<file path="config.mk">
export PLATFORM = sky130hd
export DESIGN_NAME = memory_stage_flat
export DESIGN_NICKNAME = d
export VERILOG_FILES = /design/src/rtl/mem_stage_pkg.sv /design/src/rtl/memory_stage_if.sv /design/src/rtl/load_store_align.sv /design/src/rtl/memory_stage.sv /design/src/flat_wrapper.sv
export SDC_FILE = /design/constraint.sdc
export NUM_CORES = 1
export LEC_CHECK = 0
export CELL_PAD_IN_SITES_DETAIL_PLACEMENT = 1
export CELL_PAD_IN_SITES_GLOBAL_PLACEMENT = 2
export CORE_ASPECT_RATIO = 0.5
export CORE_MARGIN = 3
export CORE_UTILIZATION = 25
export CTS_CLUSTER_DIAMETER = 40
export DETAILED_ROUTE_END_ITERATION = 10
export GPL_TIMING_DRIVEN = 0
export PLACE_DENSITY = 0.89
export SYNTH_ARGS = -nofsm -noshare
export SYNTH_HDL_FRONTEND = slang
export SYNTH_SLANG_ARGS = --single-unit
</file>
<file path="constraint.sdc">
create_clock -name clk -period 2.5 [get_ports clk]
set_input_delay 0.5 -clock clk [delete_from_list [all_inputs] [get_ports clk]]
set_output_delay 0.5 -clock clk [all_outputs]
set_load 0.01 [all_outputs]
</file>
<file path="src/rtl/mem_stage_pkg.sv">
// Shared types and constants for the MEM pipeline stage: FSM states, RV32I load/store
// funct3 encodings, the CNN timeout writeback value and the misalignment rule.
package mem_stage_pkg;

    typedef enum logic [1:0] {
        StIdle,
        StMemWait,
        StCnnWait
    } state_e;

    localparam logic [2:0] F3_LB  = 3'b000;
    localparam logic [2:0] F3_LH  = 3'b001;
    localparam logic [2:0] F3_LW  = 3'b010;
    localparam logic [2:0] F3_LBU = 3'b100;
    localparam logic [2:0] F3_LHU = 3'b101;
    localparam logic [2:0] F3_SB  = 3'b000;
    localparam logic [2:0] F3_SH  = 3'b001;
    localparam logic [2:0] F3_SW  = 3'b010;

    localparam logic [31:0] CNN_TIMEOUT_VAL = 32'hFFFF_FFFF;

    // Halfword accesses need a[0]=0, word accesses need a[1:0]=0.
    function automatic logic is_misaligned(logic [2:0] funct3, logic [1:0] off);
        logic bad;
        bad = 1'b0;
        case (funct3)
            F3_LH, F3_LHU: bad = off[0];
            F3_LW:         bad = (off != 2'b00);
            default:       bad = 1'b0;
        endcase
        return bad;
    endfunction

endpackage

</file>
<file path="src/rtl/memory_stage_if.sv">
// Data-memory request/response bus between the MEM stage (master) and memory (slave).
interface memory_stage_if;
    logic        req;
    logic        we;
    logic [31:0] addr;
    logic [31:0] wdata;
    logic [3:0]  be;
    logic [31:0] rdata;
    logic        ack;

    modport master (output req, we, addr, wdata, be, input rdata, ack);
    modport slave  (input req, we, addr, wdata, be, output rdata, ack);
endinterface

</file>
<file path="src/rtl/load_store_align.sv">
// Combinational lane logic: store byte-enables and replicated write data, and
// lane selection plus sign/zero extension of load data.
module load_store_align
    import mem_stage_pkg::*;
(
    input  logic [2:0]  st_funct3_i,
    input  logic [1:0]  st_off_i,
    input  logic [31:0] st_data_i,
    output logic [3:0]  st_be_o,
    output logic [31:0] st_wdata_o,
    input  logic [2:0]  ld_funct3_i,
    input  logic [1:0]  ld_off_i,
    input  logic [31:0] ld_rdata_i,
    output logic [31:0] ld_val_o
);
    logic [7:0]  ld_byte;
    logic [15:0] ld_half;

    // Size comes from funct3[1:0] so LBU/LHU requests get byte/half enables too.
    always_comb begin
        st_be_o    = 4'b1111;
        st_wdata_o = st_data_i;
        case (st_funct3_i[1:0])
            2'b00: begin
                st_be_o    = 4'b0001 << st_off_i;
                st_wdata_o = {4{st_data_i[7:0]}};
            end
            2'b01: begin
                st_be_o    = 4'b0011 << st_off_i;
                st_wdata_o = {2{st_data_i[15:0]}};
            end
            default: begin
                st_be_o    = 4'b1111;
                st_wdata_o = st_data_i;
            end
        endcase
    end

    always_comb begin
        ld_byte = ld_rdata_i[7:0];
        ld_half = ld_rdata_i[15:0];
        unique case (ld_off_i)
            2'd0: begin
                ld_byte = ld_rdata_i[7:0];
                ld_half = ld_rdata_i[15:0];
            end
            2'd1: begin
                ld_byte = ld_rdata_i[15:8];
                ld_half = ld_rdata_i[23:8];
            end
            2'd2: begin
                ld_byte = ld_rdata_i[23:16];
                ld_half = ld_rdata_i[31:16];
            end
            2'd3: begin
                ld_byte = ld_rdata_i[31:24];
                ld_half = {8'h00, ld_rdata_i[31:24]};
            end
            default: ;
        endcase
        case (ld_funct3_i)
            F3_LB:   ld_val_o = {{24{ld_byte[7]}}, ld_byte};
            F3_LH:   ld_val_o = {{16{ld_half[15]}}, ld_half};
            F3_LBU:  ld_val_o = {24'h0, ld_byte};
            F3_LHU:  ld_val_o = {16'h0, ld_half};
            default: ld_val_o = ld_rdata_i;
        endcase
    end

endmodule

</file>
<file path="src/rtl/memory_stage.sv">
// Pipeline MEM stage: loads/stores over the dmem bus, waits on the CNN accelerator,
// drives MEM/WB. Optional MEM_MISALIGN_TRAP_EN adds misalign_err_o and blocks misaligned access.
module memory_stage
    import mem_stage_pkg::*;
#(
    parameter int unsigned CNN_TIMEOUT = 1024,
    parameter int unsigned PRED_W      = 4
) (
    input  logic              clk,
    input  logic              reset,
    input  logic [31:0]       ex_val_i,
    input  logic [31:0]       ex_rs2_i,
    input  logic [4:0]        ex_rd_i,
    input  logic              ex_valid_i,
    input  logic              ex_is_cnn_i,
    input  logic              ex_mem_rd_i,
    input  logic              ex_mem_wr_i,
    input  logic [2:0]        ex_funct3_i,
    memory_stage_if.master    dmem,
    input  logic              cnn_done_i,
    input  logic [PRED_W-1:0] cnn_pred_i,
    output logic              mem_stall_o,
    output logic [31:0]       mem_wb_val_o,
    output logic [4:0]        mem_wb_rd_o,
    output logic              mem_wb_valid_o,
`ifdef MEM_MISALIGN_TRAP_EN
    output logic              misalign_err_o,
`endif
    output logic              cnn_timeout_o
);
    localparam int unsigned CntW = (CNN_TIMEOUT > 2) ? $clog2(CNN_TIMEOUT) : 1;

    state_e            state_q, state_d;
    logic              req_q, req_d, we_q, we_d;
    logic [31:0]       addr_q, addr_d, wdata_q, wdata_d;
    logic [3:0]        be_q, be_d;
    logic [2:0]        ld_f3_q, ld_f3_d;
    logic [1:0]        ld_off_q, ld_off_d;
    logic [4:0]        rd_q, rd_d;
    logic [CntW-1:0]   cnt_q, cnt_d;
    logic [31:0]       wb_val_q, wb_val_d;
    logic [4:0]        wb_rd_q, wb_rd_d;
    logic              wb_valid_q, wb_valid_d, timeout_q, timeout_d;
    logic              instr_present, is_mem, trap;
    logic [3:0]        st_be;
    logic [31:0]       st_wdata, ld_val;

    assign instr_present = ex_valid_i | ex_mem_wr_i;
    assign is_mem        = ex_mem_rd_i | ex_mem_wr_i;

`ifdef MEM_MISALIGN_TRAP_EN
    logic misalign_q, misalign_d;
    assign trap       = is_misaligned(ex_funct3_i, ex_val_i[1:0]);
    assign misalign_d = (state_q == StIdle) && instr_present && is_mem && trap;
    always_ff @(posedge clk) begin
        if (reset) misalign_q <= 1'b0;
        else       misalign_q <= misalign_d;
    end
    assign misalign_err_o = misalign_q;
`else
    assign trap = 1'b0;
`endif

    load_store_align u_align (
        .st_funct3_i (ex_funct3_i),
        .st_off_i    (ex_val_i[1:0]),
        .st_data_i   (ex_rs2_i),
        .st_be_o     (st_be),
        .st_wdata_o  (st_wdata),
        .ld_funct3_i (ld_f3_q),
        .ld_off_i    (ld_off_q),
        .ld_rdata_i  (dmem.rdata),
        .ld_val_o    (ld_val)
    );

    always_comb begin
        state_d    = state_q;
        req_d      = req_q;
        we_d       = we_q;
        addr_d     = addr_q;
        be_d       = be_q;
        wdata_d    = wdata_q;
        ld_f3_d    = ld_f3_q;
        ld_off_d   = ld_off_q;
        rd_d       = rd_q;
        cnt_d      = cnt_q;
        wb_val_d   = wb_val_q;
        wb_rd_d    = wb_rd_q;
        wb_valid_d = 1'b0;
        timeout_d  = 1'b0;
        unique case (state_q)
            StIdle: begin
                if (instr_present) begin
                    if (is_mem) begin
                        if (!trap) begin
                            state_d  = StMemWait;
                            req_d    = 1'b1;
                            we_d     = ex_mem_wr_i;
                            addr_d   = {ex_val_i[31:2], 2'b00};
                            be_d     = st_be;
                            wdata_d  = st_wdata;
                            ld_f3_d  = ex_funct3_i;
                            ld_off_d = ex_val_i[1:0];
                            rd_d     = ex_rd_i;
                        end
                    end else if (ex_is_cnn_i) begin
                        state_d = StCnnWait;
                        cnt_d   = '0;
                        rd_d    = ex_rd_i;
                    end else begin
                        wb_val_d   = ex_val_i;
                        wb_rd_d    = ex_rd_i;
                        wb_valid_d = ex_valid_i;
                    end
                end
            end
            StMemWait: begin
                if (dmem.ack) begin
                    state_d = StIdle;
                    req_d   = 1'b0;
                    we_d    = 1'b0;
                    if (!we_q) begin
                        wb_val_d   = ld_val;
                        wb_rd_d    = rd_q;
                        wb_valid_d = 1'b1;
                    end
                end
            end
            StCnnWait: begin
                // Done takes priority over an expiry in the same cycle.
                if (cnn_done_i) begin
                    state_d    = StIdle;
                    wb_val_d   = 32'(cnn_pred_i);
                    wb_rd_d    = rd_q;
                    wb_valid_d = 1'b1;
                end else if (cnt_q == CntW'(CNN_TIMEOUT - 1)) begin
                    state_d    = StIdle;
                    wb_val_d   = CNN_TIMEOUT_VAL;
                    wb_rd_d    = rd_q;
                    wb_valid_d = 1'b1;
                    timeout_d  = 1'b1;
                end else begin
                    cnt_d = cnt_q + CntW'(1);
                end
            end
            default: state_d = StIdle;
        endcase
    end

    always_ff @(posedge clk) begin
        if (reset) begin
            state_q    <= StIdle;
            req_q      <= 1'b0;
            we_q       <= 1'b0;
            addr_q     <= '0;
            be_q       <= '0;
            wdata_q    <= '0;
            ld_f3_q    <= '0;
            ld_off_q   <= '0;
            rd_q       <= '0;
            cnt_q      <= '0;
            wb_val_q   <= '0;
            wb_rd_q    <= '0;
            wb_valid_q <= 1'b0;
            timeout_q  <= 1'b0;
        end else begin
            state_q    <= state_d;
            req_q      <= req_d;
            we_q       <= we_d;
            addr_q     <= addr_d;
            be_q       <= be_d;
            wdata_q    <= wdata_d;
            ld_f3_q    <= ld_f3_d;
            ld_off_q   <= ld_off_d;
            rd_q       <= rd_d;
            cnt_q      <= cnt_d;
            wb_val_q   <= wb_val_d;
            wb_rd_q    <= wb_rd_d;
            wb_valid_q <= wb_valid_d;
            timeout_q  <= timeout_d;
        end
    end

    assign mem_stall_o    = (state_q != StIdle) || (state_d != StIdle);
    assign dmem.req       = req_q;
    assign dmem.we        = we_q;
    assign dmem.addr      = addr_q;
    assign dmem.be        = be_q;
    assign dmem.wdata     = wdata_q;
    assign mem_wb_val_o   = wb_val_q;
    assign mem_wb_rd_o    = wb_rd_q;
    assign mem_wb_valid_o = wb_valid_q;
    assign cnn_timeout_o  = timeout_q;

endmodule
</file>
<file path="src/flat_wrapper.sv">
// flat-port wrapper written by rule: the top's interface ports become plain ports
module memory_stage_flat import mem_stage_pkg::*;
#(
    parameter int unsigned CNN_TIMEOUT = 1024,
    parameter int unsigned PRED_W      = 4
)
  (clk, reset, ex_val_i, ex_rs2_i, ex_rd_i, ex_valid_i, ex_is_cnn_i, ex_mem_rd_i, ex_mem_wr_i, ex_funct3_i, cnn_done_i, cnn_pred_i, mem_stall_o, mem_wb_val_o, mem_wb_rd_o, mem_wb_valid_o, cnn_timeout_o, dmem_req, dmem_we, dmem_addr, dmem_wdata, dmem_be, dmem_rdata, dmem_ack);
  memory_stage_if dmem_i ();
  input  logic clk;
  input  logic reset;
  input  logic [31:0] ex_val_i;
  input  logic [31:0] ex_rs2_i;
  input  logic [4:0] ex_rd_i;
  input  logic ex_valid_i;
  input  logic ex_is_cnn_i;
  input  logic ex_mem_rd_i;
  input  logic ex_mem_wr_i;
  input  logic [2:0] ex_funct3_i;
  input  logic cnn_done_i;
  input  logic [PRED_W-1:0] cnn_pred_i;
  output logic mem_stall_o;
  output logic [31:0] mem_wb_val_o;
  output logic [4:0] mem_wb_rd_o;
  output logic mem_wb_valid_o;
  output logic cnn_timeout_o;
  output wire logic [$bits(dmem_i.req)-1:0] dmem_req;
  output wire logic [$bits(dmem_i.we)-1:0] dmem_we;
  output wire logic [$bits(dmem_i.addr)-1:0] dmem_addr;
  output wire logic [$bits(dmem_i.wdata)-1:0] dmem_wdata;
  output wire logic [$bits(dmem_i.be)-1:0] dmem_be;
  input wire logic [$bits(dmem_i.rdata)-1:0] dmem_rdata;
  input wire logic [$bits(dmem_i.ack)-1:0] dmem_ack;
  assign dmem_req = dmem_i.req;
  assign dmem_we = dmem_i.we;
  assign dmem_addr = dmem_i.addr;
  assign dmem_wdata = dmem_i.wdata;
  assign dmem_be = dmem_i.be;
  assign dmem_i.rdata = dmem_rdata;
  assign dmem_i.ack = dmem_ack;
  memory_stage #(.CNN_TIMEOUT(CNN_TIMEOUT), .PRED_W(PRED_W)) u_core (.clk(clk), .reset(reset), .ex_val_i(ex_val_i), .ex_rs2_i(ex_rs2_i), .ex_rd_i(ex_rd_i), .ex_valid_i(ex_valid_i), .ex_is_cnn_i(ex_is_cnn_i), .ex_mem_rd_i(ex_mem_rd_i), .ex_mem_wr_i(ex_mem_wr_i), .ex_funct3_i(ex_funct3_i), .dmem(dmem_i), .cnn_done_i(cnn_done_i), .cnn_pred_i(cnn_pred_i), .mem_stall_o(mem_stall_o), .mem_wb_val_o(mem_wb_val_o), .mem_wb_rd_o(mem_wb_rd_o), .mem_wb_valid_o(mem_wb_valid_o), .cnn_timeout_o(cnn_timeout_o));
endmodule
</file>
======== Word-level counts from Yosys, hierarchy flattened ========
Cells that the tools add are included.
word-level totals
  register bits ........................... 129
  bits of input ports ..................... 116
  output and inout port bits .............. 110
  logic and storage cells ................. 108
operators by class
  add/subtract/negate cells ............... 1
  equal/unequal tests ..................... 20
  shift operators ......................... 2
  mux-type cells .......................... 51
  bitwise operators ....................... 3
  reductions and logical operators ........ 17
operators by type and width
  operator                 count
  $mux W32                 7
  $pmux W32 S4             1
  $pmux W32 S3             1
  $pmux W16 S4             1
  $pmux W32 S2             1
  $mux W10                 5
  $mux W5                  9
  $pmux W8 S4              1
  $pmux W10 S2             1
  $pmux W5 S3              1
  $ne A2 B2 Y1 const B     7
  $mux W1                  12
  $mux W2                  6
  $add A10 B1 Y10 const B  1
  $eq A10 B10 Y1 const B   1
  $reduce_bool A2 Y1       5
  $pmux W4 S2              1
  $reduce_and A7 Y1        1
  $eq A2 B1 Y1 const B     3
  $eq A2 B2 Y1 const B     3
  $eq A3 B3 Y1 const B     2
  $logic_not A2 Y1         3
  $pmux W2 S3              1
  $reduce_and A3 Y1        2
  15 further kinds         18

======== Logic depth before layout (Yosys ltp) ========
Gate-level depths: netlist of run 1.
  depth after elaboration ................. 6
  depth in mapped cells ................... 9
  gate-level depth less buffers ........... 7

======== Cells and area by module ========
From an unflattened synthesis of run 1, not the netlist that was laid out.
unflattened totals
  cells, all modules ...................... 938
  area, all modules ....................... 6862.8 sq um
by module, submodules not included
  module            instances  cells each  area an instance (sq um)  sequential area each (sq um)
  memory_stage      1          738         5616.6                    2582.5
  load_store_align  1          200         1246.2                    0.0

======== Worst setup path before layout of run 1 ========
OpenSTA, ideal clock, no wires.
  kind .................................... flip-flop to output port
  from .................................... reg u_core.state_q[0]
  to ...................................... out mem_stall_o
  arrival time ............................ 1.825 ns
  required time ........................... 2.000 ns
  path slack .............................. 0.175 ns
  cell stages (with the launch flop) ...... 9
  path buffers ............................ 3
  cell sequence ........................... dfxtp_1 -> inv_1 -> ha_1 -> clkbuf_1 -> nor2b_1 -> clkbuf_1 -> clkbuf_1 -> a211oi_1 -> o21ai_0
on the way
  cells in the longest elaborated chain, start to end .. 6
  elaborated cells on any way between the ends .. 13
  classes of those cells .................. eq/ne (2); mux (7); reduce/logical (4)
ends and longest elaborated chain
  what                      RTL line             source
  start: declaration        memory_stage.sv:33   state_e state_q, state_d;
  start signal: assignment  memory_stage.sv:152  state_q <= StIdle;
  start signal: assignment  memory_stage.sv:167  state_q <= state_d;
  $mux W2                   memory_stage.sv:106  end else if (ex_is_cnn_i) begin
  $mux W2                   memory_stage.sv:94   if (is_mem) begin
  $mux W2                   memory_stage.sv:93   if (instr_present) begin
  $pmux W2 S3               memory_stage.sv:91   unique case (state_q)
  $reduce_bool A2 Y1        memory_stage.sv:184  assign mem_stall_o = (state_q != StIdle) || (state_d != StIdle);
  $logic_or A1 B1 Y1 (*)    memory_stage.sv:184
  end: declaration          flat_wrapper.sv:21   output logic mem_stall_o;
Mark *: on every way between the ends. The rest lies on a longest branch, timed or not.

======== Worst setup path in the final report of run 1 ========
Ends and elaborated chain as after synthesis.

==> flow_summary.toml, run 1 <==
[status]
status = "complete, but fails checks"
violations = "setup timing"

[timing]
setup_violations = 1
slew_headroom_pct = 36.0
timing.final.hold_violations = 0
tns_ns = -0.0632
rsz0062_at_grt = "true"
fmax_mhz = 390
slew_violations = 0
fin_crit_ns = 2.56
setup_ws_ns = -0.0632
fin_skew_ns = 0.00843
timing.final.crit_share_pct = 103
worst_pin_slew_ns = 0.952

[clock_tree]
cts_tree = "yes"
clock-sinks = 129
cts_buffer_depth = 2
clkTransAtPathRegs_ns = 0.06
cts_root_buf = "clkbuf_16"
clk_latency_ns = 0.43
cts_made_buffers = 17
cts_hold_buf = 0
ctsHtreeMaxLevel = 4

[yosys]
yosys_warnings = 0
synth-xor-area-share_pct = 0.969
ys_types = 56
synthArstFlopShare_pct = 0
synth_edf_count = 0
synth_compound_area_share_pct = 25.5
muxShareOfSynthArea_pct = 7.33
post-synth-top-area-fraction_pct = 40.8
synthAdderAreaFrac_pct = 1.19
yosysSeqAreaShare_pct = 40.8
ys_seq_elements = 129
syn_avg_cell_area_um2 = 8.11
synth_area_leaders = "dfxtp_1 41%, nand2_1 8.2%, mux2i_1 6.8%"
synthSimpleGateAreaFrac_pct = 18.1
yosys.area.top_type = "dfxtp_1"
syn_inst = 780
synth-main-ff-cell = "dfxtp_1"
syn_area_um2 = 6330
synth_top_family_by_area = "compound AO/OA/AOI/OAI gates"

[setup_path]
cpPeakStageDelay_ns = 0.38
cp_num_buf_inv = 4
start_kind = "flip-flop"
worst_r2r_path_depth = 6
critical_path.cell_chain = "inv_2, ha_4, nor2b_2, clkbuf_8, clkbuf_8, a211oi_2, o21ai_1, buf_2"
path_class = "reg -> out"
path_depth = 8
cp_max_fo = 10
critPathSlowestCell = "dfxtp_4"
crit_top_cell = "clkbuf_8"
cp.arrival_ns = 2.06
crit_required_ns = 2.00
cp-end-kind = "primary output"
critical_path.top_delay_family = "buffers and inverters"

[detailed_routing]
ant_nets = 0
num_vias = 6856
totalWireLength_mm = 28.4
drc_errors = 0
drt-pass1-iter-count = 5
wire_per_inst_um = 20.6
first_iter_violations = 329
viasPerCell = 4.98

[floorplan]
die_x_um = 231
num_rows = 40
coreArea_um2 = 24400
initial_core_util_pct = 25.9
die_height_um = 119
die_area_um2 = 27400
ios = 226

[grt]
grt_pass1_vias = 7352
antenna_found_initial = 0
met2_usage_pct = 35.6
grt_pass1_wl_mm = 43.3
use_met3_pct = 4.21
grtUsageTotal_pct = 20.4
grt_max_degree = 17
grt-ovfl-total = 0
busiest_layer = "met2"
met1_usage_pct = 25.3

[finish]
final_cell_area_um2 = 9870
multi_input_area_um2 = 3500
area_delta_synth_final_pct = 55.9
fill_cells = 2900
diodes = 0
layout_commonest_cell = "clkdlybuf4s50_1"
register_area_um2 = 2590
final_layout_size_suffix_gt1_share_pct = 9.69
fin_nets = 1151
final_cell_mix = "216 x clkdlybuf4s50_1, 138 x nand2_1, 124 x dfxtp_1"

[min_path]
holdCritPathClass = "reg -> reg"
hold_path_depth = 2

[pwr]
power_leakage_nw = 3.56
powerDensity_nw_per_um2 = 694
ir_drop_mv = 0.558

[job]
maxCapViolCount = 0

[placed_design]
place.gp.congestion = 0.836
portBuffers = 220
dpl_cell_area_um2 = 8950
hpwl_mm = 21.7
place_ws_ns = -1.19
[final cells by class]
class / count / area share [%]
multi-input cells: 558 / 35.5
flip-flops and latches: 129 / 26.3
repair buffers: 231 / 23.1
clock buffers: 23 / 4.95
well taps: 336 / 4.26
plain buffers: 64 / 3.27
clock inverters: 9 / 1.55
inverters: 28 / 1.09
[stage by stage]
stage	instances	power, mW	util (%)	hold WS, ns
after detailed placement	1337	4.05	36.7	0.449
after CTS	1375	6.87	40.2	0.458
after global routing	1378	7.13	40.4	0.478
after floorplan	781	3.16	-	0.436
after global placement	1337	4.01	36.7	0.443
final	1378	6.85	40.4	0.453
[state kept, by name, indices dropped and copies added (netlist names), 3 cells and up]
signal	count
u_core.rd_q	5
u_core.mem_wb_rd_o	5
u_core.dmem.be	4
u_core.cnt_q	10
u_core.dmem.addr	30
u_core.ld_f3_q	3
u_core.dmem.wdata	32
u_core.mem_wb_val_o	32
[power by group]
group	internal [mW]	switching [mW]	total (mW)
sequential	2.24	0.112	2.36
combinational	0.810	0.923	1.73
clock	1.77	0.984	2.76
[final timing paths]
kind                                                     startpoint                                   to  slack, ns
worst max-delay path                   u_core.state_q[0]$_SDFF_PP0_                          mem_stall_o      -0.06
worst max register to register         u_core.cnt_q[1]$_SDFFE_PP0P_         u_core.cnt_q[7]$_SDFFE_PP0P_       0.08
worst min-delay path            u_core.mem_wb_val_o[5]$_SDFFE_PP0P_  u_core.mem_wb_val_o[5]$_SDFFE_PP0P_       0.45
worst min register to register  u_core.mem_wb_val_o[5]$_SDFFE_PP0P_  u_core.mem_wb_val_o[5]$_SDFFE_PP0P_       0.45
[logic make-up (layout without fill, tap and decap cells)]
group           after synthesis  in the layout
simple gates                274            274
compound gates              224            224
flops                       129            129
buf+inv                      94            355
mux                          45             45
xor+xnor                      7              7
fa+ha+maj                     6              6
other cells                   1              2
[cell usage after synthesis, types with 4 or more instances]
master,n
a2111oi_0,5
a211oi_1,20
a21boi_0,4
a21oi_1,65
a221oi_1,16
a2bb2oi_1,4
a311oi_1,12
a31oi_1,6
a32o_1,4
buf_1,9
buf_2,5
buf_4,4
clkbuf_1,47
dfxtp_1,129
ha_1,6
inv_1,28
mux2i_1,43
nand2_1,139
nand3_1,6
nor2_1,84
nor2b_1,10
nor3_1,13
o211ai_1,6
o21ai_0,31
o221ai_1,8
o2bb2ai_1,6
o32ai_1,8
o32ai_2,8
or2_2,4
xnor2_1,7
[what timing repair did]
item                       CTS  global route
setup endpoints to repair   50            34
setup buffers                8             3
pin swaps                    7             7
gates resized for setup     51             9
[worst min-delay path, cell delays in order, from the launching register on]
cell and delay, ns:
dfxtp_1 0.31, nand2_1 0.05, a21oi_1 0.05
[layer usage]
layer,vias up,part of all wire [%]
li1,3271,-
met1,3399,44
met2,146,50
met3,40,4.0
met4,0,2.5
met5,-,0
No activity file was read; power rests on OpenSTA's default activity.
==> inputs of run 2 (changes only) <==
--- a/config.mk
+++ b/config.mk
@@ -5,15 +5,18 @@
 export SDC_FILE = /design/constraint.sdc
 export NUM_CORES = 1
 export LEC_CHECK = 0
+export ABC_AREA = 1
 export CELL_PAD_IN_SITES_DETAIL_PLACEMENT = 1
 export CELL_PAD_IN_SITES_GLOBAL_PLACEMENT = 2
 export CORE_ASPECT_RATIO = 0.5
 export CORE_MARGIN = 3
-export CORE_UTILIZATION = 25
+export CORE_UTILIZATION = 24
+export CTS_BUF_LIST = sky130_fd_sc_hd__clkbuf_4
 export CTS_CLUSTER_DIAMETER = 40
 export DETAILED_ROUTE_END_ITERATION = 10
 export GPL_TIMING_DRIVEN = 0
-export PLACE_DENSITY = 0.89
+export PLACE_DENSITY = 0.91
+export SLEW_MARGIN = 20
 export SYNTH_ARGS = -nofsm -noshare
 export SYNTH_HDL_FRONTEND = slang
 export SYNTH_SLANG_ARGS = --single-unit
==> flow_summary.toml, run 2 <==
[yosys]
yosys_warnings = 0
yosys.area.top_type = "dfxtp_1"
synth_area_leaders = "dfxtp_1 40%, nand2_1 14%, a21oi_1 11%"
synth_most_common_cell = "nand2_1"
syn_inst = 964
syn_area_um2 = 6430
ys_seq_elements = 129
synth_common_cells = "234 x nand2_1, 142 x a21oi_1, 129 x dfxtp_1"
synth-main-ff-cell = "dfxtp_1"
post-synth-top-area-fraction_pct = 40.2
ys_types = 35
yosysSeqAreaShare_pct = 40.2
syn_avg_cell_area_um2 = 6.67
synth_edf_count = 0
synthArstFlopShare_pct = 0

[pwr]
p_sw_share_pct = 36.5
p_int_mw = 3.69
power_switching_mw = 2.13
ir_drop_mv = 0.372
power.total_mw = 5.82
power_leakage_nw = 3.94
p_clk_share_pct = 25.9
power_frac_comb_pct = 32.9
powerDensity_nw_per_um2 = 607
pwr-share-seq_pct = 41.2

[timing]
fin_hold_ws_ns = 0.355
setup_violations = 1
slew_violations = 0
fmax_mhz = 393
rsz0062_at_grt = "true"
fin_skew_ns = 0.0188
slew_headroom_pct = 47.1
fin_crit_ns = 2.55
worst_pin_slew_ns = 0.794
timing.final.hold_violations = 0
timing.final.crit_share_pct = 102
setup_ws_ns = -0.0453

[setup_path]
critical_path.cell_chain = "ha_4, and3_4, nand4_1, nand2_2, nand2_2, o21ai_2, nand3_1, buf_2"
cp_max_fo = 3
cp.arrival_ns = 2.05
crit_top_cell = "nand2_2"
critPathSlowestCell = "dfxtp_2"
crit_required_ns = 2.00
start_kind = "flip-flop"
cp-end-kind = "primary output"
cpPeakStageDelay_ns = 0.38
r2r_start = "u_core.state_q[1]$_SDFF_PP0_"
path_class = "reg -> out"
startpoint = "u_core.cnt_q[0]$_SDFFE_PP0P_"

[floorplan]
die_area_um2 = 28900
coreArea_um2 = 25800
initial_core_util_pct = 25.0
num_rows = 41
die_height_um = 122
ios = 226
die_x_um = 237

[detailed_routing]
drt-pass1-iter-count = 5
num_vias = 7696
first_iter_violations = 384
totalWireLength_mm = 30.9
ant_nets = 0
drc_errors = 0
wire_per_inst_um = 19.5
viasPerCell = 4.87

[job]
maxCapViolCount = 0

[finish]
utilization_pct = 37.2
final_layout_size_suffix_gt1_share_pct = 8.82
layout_commonest_cell = "nand2_1"
fin_nets = 1345
area_delta_synth_final_pct = 48.9
final_cell_mix = "233 x nand2_1, 221 x clkdlybuf4s50_1, 141 x a21oi_1"

[clock_tree]
cts_hold_buf = 0
cts_tree = "yes"
cts_root_buf = "clkbuf_4"
clock-sinks = 129
clk_latency_ns = 0.59
clkTransAtPathRegs_ns = 0.13
cts_buffer_depth = 2
cts_made_buffers = 17
ctsHtreeMaxLevel = 4

[placed_design]
place.gp.congestion = 0.899
place_ws_ns = -0.448
hpwl_mm = 24.3
portBuffers = 222

[grt]
grt_pass1_wl_mm = 46.5
grtUsageTotal_pct = 21.1
antenna_found_initial = 1
grt-ovfl-total = 0
grt_pass1_vias = 7792
grt_max_degree = 17

[min_path]
holdCritPathClass = "in -> reg"
hp-start = "reset"

[status]
status = "complete, but fails checks"
violations = "setup timing"
==> run 2: cell types whose count changed in the layout (fill, tap and decap cells not counted), moves of 12 or more <==
cell,previous run,this run
clkbuf_4,1,18
mux2i_1,43,0
o21ai_0,29,115
nand2_1,138,233
clkbuf_16,18,0
a221oi_1,16,0
a21oi_1,62,141
nand3_1,5,30
a311oi_1,12,0
inv_1,26,77
o21ai_1,3,25
==> run 2: layer usage <==
layer	up-vias	routed length (um)	GRT usage [%]
met1	3822	14100	27.3
met5	-	0	0
li1	3689	-	-
met3	31	960	3.33
met2	154	15200	36.8
met4	0	599	5.73
==> run 2: per-stage QoR <==
step                      instance area (um2)  instances  setup TNS (ns)
after detailed placement                 9090       1531           -6.48
after floorplan                          6430        965               0
after global placement                   9090       1531           -3.59
after CTS                                9530       1576         -0.0826
final                                    9580       1581         -0.0453
after global routing                     9580       1581          -0.174
==> run 2: critical path, delay by kind of cell, from the launching register on <==
kind / cells / cell delay (ns)
AO/OA/AOI/OAI: 1 / 0.13
adder cells (fa/ha/maj): 1 / 0.13
buffers and inverters: 1 / 0.16
flip-flops: 1 / 0.38
AND/OR/NAND/NOR: 5 / 0.65
==> run 2: worst paths after layout <==
| kind | slack [ns] | end | cells past startpoint |
|---|---|---|---|
| worst max-delay path | -0.05 | mem_stall_o | 8 |
| worst min-delay path | 0.36 | u_core.cnn_timeout_o$_SDFF_PP0_ | 2 |
| worst max register to register | 0.17 | u_core.dmem.be[3]$_SDFFE_PP0P_ | 9 |
| worst min register to register | 0.46 | u_core.rd_q[0]$_SDFFE_PP0P_ | 2 |
==> run 2: power by group through the flow <==
| stage | Combinational [mW] | Sequential (mW) | Clock (mW) |
|---|---|---|---|
| after floorplan | 0.798 | 2.50 | 0 |
| after global placement | 1.83 | 2.43 | 0 |
| after detailed placement | 1.87 | 2.44 | 0 |
| after CTS | 1.90 | 2.40 | 1.55 |
| after global routing | 2.08 | 2.42 | 1.65 |
| final | 1.91 | 2.40 | 1.51 |
==> run 2: final cells by class <==
class | instances | area (um2)
Fill cell | 3265 | 16200
Timing Repair Buffer | 239 | 2340
Multi-Input combinational cell | 687 | 3280
Tap cell | 344 | 430
Inverter | 89 | 349
Clock inverter | 14 | 138
Clock buffer | 18 | 135
Sequential cell | 129 | 2590
Buffer | 60 | 303
Antenna cell | 1 | 2.50
==> run 2: logic make-up after synthesis <==
logic type / share of synthesized area [%]
and+or+nand+nor: 23.1
other: 0.0583
adders and majority gates: 1.17
AOI/OAI and AO/OA: 25.0
DFF: 40.2
xor gates and xnor gates: 0.817
buffers and inverters: 9.69
==> run 2: timing repair <==
item	CTS	global route
setup buffers	13	4
endpoints found under the setup margin	16	15
pin swaps	4	6
gates resized for setup	29	13
